**src/rtl/col2img_if.sv**
```systemverilog
// col2img stream interface.
// The column-element input stream and the finished-image output handshake.
// slave: the col2img block. master: the element source and the image consumer.
interface col2img_if #(
  parameter int DATA_WIDTH = 8,
  parameter int ACC_WIDTH  = 16,
  parameter int IMG_DIM    = 5
);
  logic [DATA_WIDTH-1:0] in_data;
  logic                  in_valid;
  logic                  in_ready;
  logic [ACC_WIDTH-1:0]  out_img [IMG_DIM][IMG_DIM];
  logic                  out_valid;
  logic                  out_ready;

  modport master (
    output in_data, in_valid, out_ready,
    input  in_ready, out_img, out_valid
  );

  modport slave (
    input  in_data, in_valid, out_ready,
    output in_ready, out_img, out_valid
  );
endinterface

```
**src/rtl/col2img.sv**
```systemverilog
// col2img: scatters an img2col-ordered column stream back onto an
// IMG_DIM x IMG_DIM image, overlap-adding elements from overlapping patches.
// The finished image is held on out_img with out_valid until out_ready.
//
// Build option: define COL2IMG_SAT_EN to make every accumulate saturate at
// 2^ACC_WIDTH-1. Without it the accumulators wrap modulo 2^ACC_WIDTH.
//
// state | meaning
// IDLE  | waiting for start; image from the last frame still visible
// ACCUM | accepting elements and overlap-adding them into the image
// DONE  | image complete, out_valid high until out_ready
//
// k is three bits wide, so IMG_DIM is expected to be at most 7.
module col2img #(
  parameter int DATA_WIDTH = 8,
  parameter int ACC_WIDTH  = 16,
  parameter int IMG_DIM    = 5
) (
  input  logic       clk,
  input  logic       rst,
  input  logic       start,
  input  logic [2:0] k,
  input  logic       stride,
  output logic       busy,
  output logic       err,
  col2img_if.slave   bus
);

  typedef logic [ACC_WIDTH-1:0] acc_t;
  typedef enum logic [1:0] {IDLE, ACCUM, DONE} state_t;

  localparam logic [2:0] DIM3 = 3'(IMG_DIM);

  state_t     state_q, state_d;
  logic [2:0] k_q;
  logic       s_q;
  logic [2:0] pr_q, pc_q, er_q, ec_q;
  acc_t       acc [IMG_DIM][IMG_DIM];
  logic       err_q;

  logic       k_ok, start_ok, hs;
  logic [2:0] span, p_last, k_last;
  logic       ec_last, er_last, pc_last, pr_last, frame_last;
  logic [3:0] row, col;

  // One accumulate step; saturating only when the build option is set.
  function automatic acc_t acc_add(input acc_t a, input acc_t b);
`ifdef COL2IMG_SAT_EN
    logic [ACC_WIDTH:0] sum;
    sum = {1'b0, a} + {1'b0, b};
    return sum[ACC_WIDTH] ? '1 : sum[ACC_WIDTH-1:0];
`else
    return a + b;
`endif
  endfunction

  assign k_ok     = (k != 3'd0) && (k <= DIM3);
  assign start_ok = (state_q == IDLE) && start && k_ok;

  // Last patch index is (IMG_DIM-k)/s; s is 1 or 2 so the divide is a shift.
  assign span   = DIM3 - k_q;
  assign p_last = s_q ? {1'b0, span[2:1]} : span;
  assign k_last = k_q - 3'd1;

  assign ec_last    = (ec_q == k_last);
  assign er_last    = (er_q == k_last);
  assign pc_last    = (pc_q == p_last);
  assign pr_last    = (pr_q == p_last);
  assign frame_last = ec_last && er_last && pc_last && pr_last;

  // Target pixel of the current element: patch origin (scaled by stride) plus offset.
  assign row = ({1'b0, pr_q} << s_q) + {1'b0, er_q};
  assign col = ({1'b0, pc_q} << s_q) + {1'b0, ec_q};

  // Next-state and handshake outputs.
  always_comb begin
    state_d      = state_q;
    bus.in_ready = 1'b0;
    bus.out_valid = 1'b0;
    busy         = 1'b0;
    hs           = 1'b0;
    case (state_q)
      IDLE: begin
        if (start_ok) state_d = ACCUM;
      end
      ACCUM: begin
        bus.in_ready = 1'b1;
        busy         = 1'b1;
        hs           = bus.in_valid;
        if (hs && frame_last) state_d = DONE;
      end
      DONE: begin
        bus.out_valid = 1'b1;
        busy          = 1'b1;
        if (bus.out_ready) state_d = IDLE;
      end
      default: state_d = IDLE;
    endcase
  end

  // State register.
  always_ff @(posedge clk) begin
    if (rst) state_q <= IDLE;
    else     state_q <= state_d;
  end

  // Config latch and patch/element counters (ec fastest, pr slowest).
  always_ff @(posedge clk) begin
    if (rst) begin
      k_q  <= 3'd0;
      s_q  <= 1'b0;
      pr_q <= 3'd0;
      pc_q <= 3'd0;
      er_q <= 3'd0;
      ec_q <= 3'd0;
    end else if (start_ok) begin
      k_q  <= k;
      s_q  <= stride;
      pr_q <= 3'd0;
      pc_q <= 3'd0;
      er_q <= 3'd0;
      ec_q <= 3'd0;
    end else if (hs) begin
      if (!ec_last) begin
        ec_q <= ec_q + 3'd1;
      end else begin
        ec_q <= 3'd0;
        if (!er_last) begin
          er_q <= er_q + 3'd1;
        end else begin
          er_q <= 3'd0;
          if (!pc_last) begin
            pc_q <= pc_q + 3'd1;
          end else begin
            pc_q <= 3'd0;
            pr_q <= pr_last ? 3'd0 : pr_q + 3'd1;
          end
        end
      end
    end
  end

  // Accumulator array: cleared by reset or a legal start, overlap-add on handshake.
  always_ff @(posedge clk) begin
    for (int r = 0; r < IMG_DIM; r++) begin
      for (int c = 0; c < IMG_DIM; c++) begin
        if (rst || start_ok) begin
          acc[r][c] <= '0;
        end else if (hs && (int'(row) == r) && (int'(col) == c)) begin
          acc[r][c] <= acc_add(acc[r][c], acc_t'(bus.in_data));
        end
      end
    end
  end

  // Single-cycle error pulse for a start with an out-of-range kernel size.
  always_ff @(posedge clk) begin
    if (rst) err_q <= 1'b0;
    else     err_q <= (state_q == IDLE) && start && !k_ok;
  end

  assign err         = err_q;
  assign bus.out_img = acc;

endmodule

```
**src/flat_wrapper.sv**
```systemverilog
// flat-port wrapper written by rule: the top's interface ports become plain ports
module col2img_flat 
#(
  parameter int DATA_WIDTH = 8,
  parameter int ACC_WIDTH  = 16,
  parameter int IMG_DIM    = 5
)
  (clk, rst, start, k, stride, busy, err, bus_in_data, bus_in_valid, bus_out_ready, bus_in_ready, bus_out_img, bus_out_valid);
  col2img_if #(.DATA_WIDTH(DATA_WIDTH), .ACC_WIDTH(ACC_WIDTH), .IMG_DIM(IMG_DIM)) bus_i ();
  input  logic clk;
  input  logic rst;
  input  logic start;
  input  logic [2:0] k;
  input  logic stride;
  output logic busy;
  output logic err;
  input wire logic [$bits(bus_i.in_data)-1:0] bus_in_data;
  input wire logic [$bits(bus_i.in_valid)-1:0] bus_in_valid;
  input wire logic [$bits(bus_i.out_ready)-1:0] bus_out_ready;
  output wire logic [$bits(bus_i.in_ready)-1:0] bus_in_ready;
  output wire logic [$bits(bus_i.out_img)-1:0] bus_out_img;
  output wire logic [$bits(bus_i.out_valid)-1:0] bus_out_valid;
  assign bus_i.in_data = bus_in_data;
  assign bus_i.in_valid = bus_in_valid;
  assign bus_i.out_ready = bus_out_ready;
  assign bus_in_ready = bus_i.in_ready;
  assign bus_out_img = {>>{bus_i.out_img}};
  assign bus_out_valid = bus_i.out_valid;
  col2img #(.DATA_WIDTH(DATA_WIDTH), .ACC_WIDTH(ACC_WIDTH), .IMG_DIM(IMG_DIM)) u_core (.clk(clk), .rst(rst), .start(start), .k(k), .stride(stride), .busy(busy), .err(err), .bus(bus_i));
endmodule
```
**config.mk**
```make
export PLATFORM = sky130hd
export DESIGN_NAME = col2img_flat
export DESIGN_NICKNAME = d
export VERILOG_FILES = /design/src/rtl/col2img_if.sv /design/src/rtl/col2img.sv /design/src/flat_wrapper.sv
export SDC_FILE = /design/constraint.sdc
export NUM_CORES = 1
export LEC_CHECK = 0
export ABC_AREA = 1
export CAP_MARGIN = 20
export CORE_ASPECT_RATIO = 0.8
export CORE_MARGIN = 2
export CORE_UTILIZATION = 50
export DETAILED_ROUTE_END_ITERATION = 8
export PLACE_DENSITY = 0.88
export SLEW_MARGIN = 20
export SYNTH_ARGS = -nofsm -noshare
export SYNTH_HDL_FRONTEND = slang
export SYNTH_SLANG_ARGS = --single-unit
```
**constraint.sdc**
```tcl
create_clock -name clk -period 2.59 [get_ports clk]
set_input_delay 0.518 -clock clk [delete_from_list [all_inputs] [get_ports clk]]
set_output_delay 0.518 -clock clk [all_outputs]
set_load 0.005 [all_outputs]
```
# Word level (Yosys, flattened, before mapping)
# Cells that the tools add are included.
[op_classes]
magnitude_cmp = 1
n_addsub = 33
reduce_logical = 50
div = 0
muxes = 13
bitwise_logic = 0
mul = 0
shift = 2
n_eq_ne = 17
[ops]
columns = ["cell", "count"]
rows = [
  ["16-bit by 8-bit adder with 16-bit output", 25],
  ["1-bit logical AND", 38],
  ["4-bit by 3-bit equality test with 1-bit output (second input constant)", 4],
  ["3-bit 2-to-1 mux", 5],
  ["3-bit by 1-bit adder with 3-bit output (second input constant)", 4],
  ["3-bit equality test", 4],
  ["4-bit by 3-bit adder with 4-bit output", 2],
  ["4-bit by 2-bit equality test with 1-bit output (second input constant)", 2],
  ["4-bit equality test (second input constant)", 2],
  ["4-bit logical NOT", 2],
  ["3-bit by 1-bit left shift with 4-bit output", 2],
  ["2-bit 2-to-1 mux", 3],
  ["2-bit one-hot mux with 3 select lines", 1],
  ["3-bit AND reduction", 2],
  ["1-bit 2-to-1 mux", 4],
  ["2-bit by 1-bit != test with 1-bit output (second input constant)", 2],
  ["4-bit AND reduction", 1],
  ["2-bit OR reduction", 2],
  ["3-bit less-or-equal comparator (second input constant)", 1],
  ["3-bit nonzero test", 1],
  ["3-bit by 1-bit subtractor with 3-bit output (second input constant)", 1],
  ["3-bit subtractor (first input constant)", 1],
  ["2-bit by 1-bit equality test with 1-bit output (second input constant)", 1],
  ["2-bit equality test (second input constant)", 1],
  ["other kinds (5)", 5],
]
[word_totals]
reg_bits = 419
mem_count = 0
latchBits = 0
output_inout_bits = 404
wordCells = 149
ram_bits = 0
mem_bits_ro = 0
input_bits = 17

# Longest topological paths before layout
[logic_depth]
ltp_word = 8
ltp_mapped = 17
depth_no_buf = 14

# Worst setup path after synthesis
# OpenSTA, ideal clock, no wires.
[synth_path]
path_kind = "register -> register"
from = "reg u_core.s_q"
to = "reg u_core.acc (netlist bit u_core.bus.out_img[16])"
n_path_buf = 3
slack_ps = -34
setup_ps = 116
required_ps = 2474
path_stages_with_launch = 13
synth_period_minus_slack_ps = 2624
t_arrival_ps = 2508
cell_sequence = "dfxtp_1 > buf_2 > clkbuf_1 > nor2_1 > ha_1 > fa_1 > nor3_2 > nand4_2 > inv_2 > nand2_1 > clkbuf_1 > o21ai_0 > nor2_1"
[synth_via]
elab_chain_cells = 5
elab_cells_between_ends = 8
cone_classes = "2 x add/sub; 2 x eq/ne; 2 x shift; 2 x reduce/logical"
[synth_lines]
columns = ["item", "line", "source"]
rows = [
  ["start, declared", "col2img.sv:36", "logic s_q;"],
  ["start signal, assigned", "col2img.sv:118", "s_q <= stride;"],
  ["3-bit by 1-bit left shift with 4-bit output", "col2img.sv:72", "assign row = ({1'b0, pr_q} << s_q) + {1'b0, er_q};"],
  ["4-bit by 3-bit adder with 4-bit output", "col2img.sv:72", ""],
  ["4-bit equality test", "col2img.sv:149", "end else if (hs && (int'(row) == r) && (int'(col) == c)) begin"],
  ["1-bit logical AND", "col2img.sv:149", ""],
  ["1-bit logical AND (*)", "col2img.sv:149", ""],
  ["end signal, assigned by index", "col2img.sv:150", "acc[r][c] <= acc_add(acc[r][c], acc_t'(bus.in_data));"],
  ["end, declared", "col2img.sv:38", "acc_t acc [IMG_DIM][IMG_DIM];"],
]
# Mark *: on every way between the ends. The rest lies on a longest branch, timed or not.
# A chain may end at the register's enable or synchronous reset.

# Worst setup path in the final report
[layout_path]
from = "reg u_core.s_q"
to = "reg u_core.acc (netlist bit u_core.bus.out_img[388])"
[layout_via]
elab_chain_cells = 5
elab_cells_between_ends = 8
cone_classes = "2 x add/sub; 2 x shift; 4 x reduce/logical"
[layout_lines]
columns = ["item", "line"]
rows = [
  ["3-bit by 1-bit left shift with 4-bit output", "col2img.sv:72"],
  ["4-bit by 3-bit adder with 4-bit output", "col2img.sv:72"],
  ["4-bit logical NOT", "col2img.sv:149"],
  ["1-bit logical AND", "col2img.sv:149"],
  ["1-bit logical AND (*)", "col2img.sv:149"],
]
# Marks and branches as above.

==> out/metrics.yaml <==
grt:
  overflow: 0
  grt_antenna_before_repair: 0
  grt_usage_pct: 29.7
  grt_pass1_vias: 28200
  grt_max_degree: 71
  grt_first_pass_wirelength_mm: 146
detailed_routing:
  wire_per_inst_um: 16.4
  drt_iter0_markers: 2722
  via_per_inst: 5.51
  ant_nets: 0
  vias: 31400
  drcViolationCount: 0
  wirelength_mm: 93.3
  drtPass1Iterations: 6
timing:
  slew_violations: 0
  setup_tns_ns: -0.00673
  post-route-period-util_pct: 100
  setup_viol: 1
  fin_crit_ns: 2.60
  slew_headroom_pct: 62.5
  clock_skew_ns: 0.0182
  max_freq_mhz: 385
  tightest_slew_ns: 0.562
  finalWorstSetupSlack_ns: -0.00673
  final_hold_viol_count: 0
  rsz0062_at_grt: "true"
finish:
  syn2layout_area_growth_pct: 29.1
  diodes: 0
  utilization_pct: 65.5
  finish.net_count: 5164
  final_layout_size_suffix_gt1_share_pct: 7.26
  instances_no_fill: 5703
logic_synthesis:
  synth_common_cells: "nand2_1, a21oi_1, nor2_1"
  yosysUniqueCellTypes: 37
  yosys.area_share.simple_pct: 32.8
  yosysMostFrequentCell: "nand2_1"
  synth_area_um2: 28800
  synthMuxAreaShare_pct: 0
  syn_area_per_cell_um2: 6.55
  yosysTopAreaCell: "dfxtp_1"
  ys_ff_latch: 419
  synth_top_flop_cell: "dfxtp_1"
  synth_top_area_share_pct: 29.1
  syn_inst: 4401
  synthAdderAreaFrac_pct: 11.2
  synth_edf_count: 0
  syn_nets: 4659
  yosysSeqAreaShare_pct: 29.1
  synth_compound_area_share_pct: 14.0
  yosysWarnings: 0
  synth_xor_area_share_pct: 6.78
  synth_top_family_by_area: "simple AND/OR/NAND/NOR gates"
  synth.area.top_cells: "dfxtp_1, nand2_1, ha_1"
  ys_async_sr_fraction_pct: 0
place:
  gp_congestion: 0.972
  dp_hpwl_mm: 68.5
  dp_slack_ns: -0.267
  place.port_buffers: 420
  dp_cells: 5599
power_and_ir_drop:
  finalPower_mw: 15.3
  ir_drop_v: 0.000448
  leakage_nw: 16.3
  cellPowerDensity_nw_per_um2: 410
cts:
  htreeDepth: 2
  cts_tree: "yes"
  cts_buffers: 46
  cts.clk_slew.worst_paths_ns: 0.06
  clock_sinks: 419
  clock_path_buffers: 3
  hold_buffers: 0
  clk-insertion-delay-late_ns: 0.59
  cts_root_buf: "clkbuf_16"
setup_path:
  startpoint_type: "flop"
  cp_num_buf_inv: 4
  path_class: "reg2reg"
  path_cells: "buf_6, nand2_1, o21ai_1, ha_1, a21oi_2, nand2_1, nand2_2, buf_6, nand2_1, nor2_2, nand2_2, nor2_4, buf_12, buf_12, o21ai_0, a21oi_1"
  critPathCapture: "u_core.bus.out_img[388]$_SDFFE_PP0P_"
  crit_top_cell: "nand2_1"
  crit_arrival_ns: 3.09
  critPathSlowestCell: "dfxtp_4"
  crit_cells: 16
  critPathMaxStageDelay_ns: 0.38
  rrSetupSlack_ns: -0.007
  r2r_cells: 16
  timing.rr.end: "u_core.bus.out_img[388]$_SDFFE_PP0P_"
  reg2reg_from: "u_core.s_q$_SDFFE_PP0P_"
  required_ns: 3.09
  end_kind: "flop"
  crit_family: "simple AND/OR/NAND/NOR gates"
  path_max_fanout: 7
  cp-startpoint: "u_core.s_q$_SDFFE_PP0P_"
floorplan:
  die_y_um: 219
  core_um2: 56800
  dieArea_um2: 59600
  num_rows: 78
  die_w_um: 272
  num_io_pins: 421
  initial_core_util_pct: 50.7
status:
  status: "complete, but fails checks"
  failed_checks: "negative setup slack"
min_path:
  holdCritPathClass: "reg2reg"
job:
  maxCapViolations: 0
## registers in the layout, indices dropped and copies added, names as in the netlist
name and count:
u_core.bus.out_img 400, u_core.ec_q 3, u_core.er_q 3, u_core.err 1, u_core.k_q 3, u_core.pc_q 3, u_core.pr_q 3, u_core.s_q 1
u_core.state_q 2
## through the flow
step	hold slack (ns)	area [µm²]
2_1_floorplan	0.475	28800
3_3_place_gp	0.483	35100
3_5_place_dp	0.488	35100
4_1_cts	0.494	36800
5_1_grt	0.524	37200
6_report	0.495	37200
## final cells by class
class                           instances  area [µm²]
Clock buffer                           76        1480
Timing Repair Buffer                  582        6090
Clock inverter                          9         145
Fill cell                            4901       19600
Inverter                              321        1230
Tap cell                              760         951
Sequential cell                       419        8400
Multi-Input combinational cell       3536       18900
## power breakdown
group / internal [mW] / switching (mW) / total [mW]
clock network: 4.27 / 2.83 / 7.11
logic: 0.612 / 1.02 / 1.63
registers: 6.48 / 0.0434 / 6.52
total: 11.4 / 3.90 / 15.3
## layer usage
metal  track usage (%)  share of wire, %  vias up
met5                 0                 0        -
met2              47.4                44     1277
met3              6.48               9.3      196
met4              9.51               3.0        0
li1                  -                 -    15500
met1              39.8                44    14400
## how the worst min path moves through the flow
stage,startpoint,end,slack [ns],depth (start not counted)
after floorplan,u_core.state_q[1]$_SDFFE_PP0P_,u_core.state_q[1]$_SDFFE_PP0P_,0.48,2
after global placement,u_core.bus.out_img[223]$_SDFFE_PP0P_,u_core.bus.out_img[223]$_SDFFE_PP0P_,0.48,2
after detailed placement,u_core.bus.out_img[351]$_SDFFE_PP0P_,u_core.bus.out_img[351]$_SDFFE_PP0P_,0.49,2
after CTS,bus_in_data[1],u_core.bus.out_img[353]$_SDFFE_PP0P_,0.49,4
after global routing,u_core.bus.out_img[287]$_SDFFE_PP0P_,u_core.bus.out_img[287]$_SDFFE_PP0P_,0.52,2
final,u_core.bus.out_img[351]$_SDFFE_PP0P_,u_core.bus.out_img[351]$_SDFFE_PP0P_,0.49,2
## what timing repair did
item / CTS / global route
setup endpoints to repair: 246 / 372
pin swaps: 4 / 28
buffers inserted: 1 / 16
gates cloned: 0 / 2
gates resized for setup: 23 / 73
## cell usage in the layout (no fill, tap or decap), drive strengths merged, types with 4 or more instances in the layout
cell | netlist | final
buf | 63 | 168
clkdlybuf4s50 | 0 | 412
o21ai | 310 | 310
or2 | 22 | 22
a21oi | 430 | 430
nand4 | 59 | 59
nor2 | 433 | 433
bufinv | 0 | 4
xnor2 | 143 | 143
a21o | 27 | 27
nand2 | 1342 | 1342
inv | 321 | 320
nand3 | 339 | 339
xor2 | 80 | 80
clkinv | 0 | 5
o21bai | 8 | 8
ha | 214 | 214
dfxtp | 419 | 419
clkbuf | 62 | 78
nor3 | 80 | 80
nand3b | 9 | 9
fa | 27 | 27
## worst reg2reg max path, stage by stage, from the launching register on
cell	delay (ns)
dfxtp_4	0.38
buf_6	0.13
nand2_1	0.04
o21ai_1	0.07
ha_1	0.36
a21oi_2	0.17
nand2_1	0.10
nand2_2	0.13
buf_6	0.12
nand2_1	0.07
nor2_2	0.14
nand2_2	0.11
nor2_4	0.14
buf_12	0.14
buf_12	0.12
o21ai_0	0.10
a21oi_1	0.19
## cell families after synthesis
family,after synthesis
XOR/XNOR,223
adder cells (fa/ha/maj),241
buffers and inverters,446
flip-flops,419
AO/OA/AOI/OAI,783
AND/OR/NAND/NOR,2289
Power figures use the tool's default switching activity.
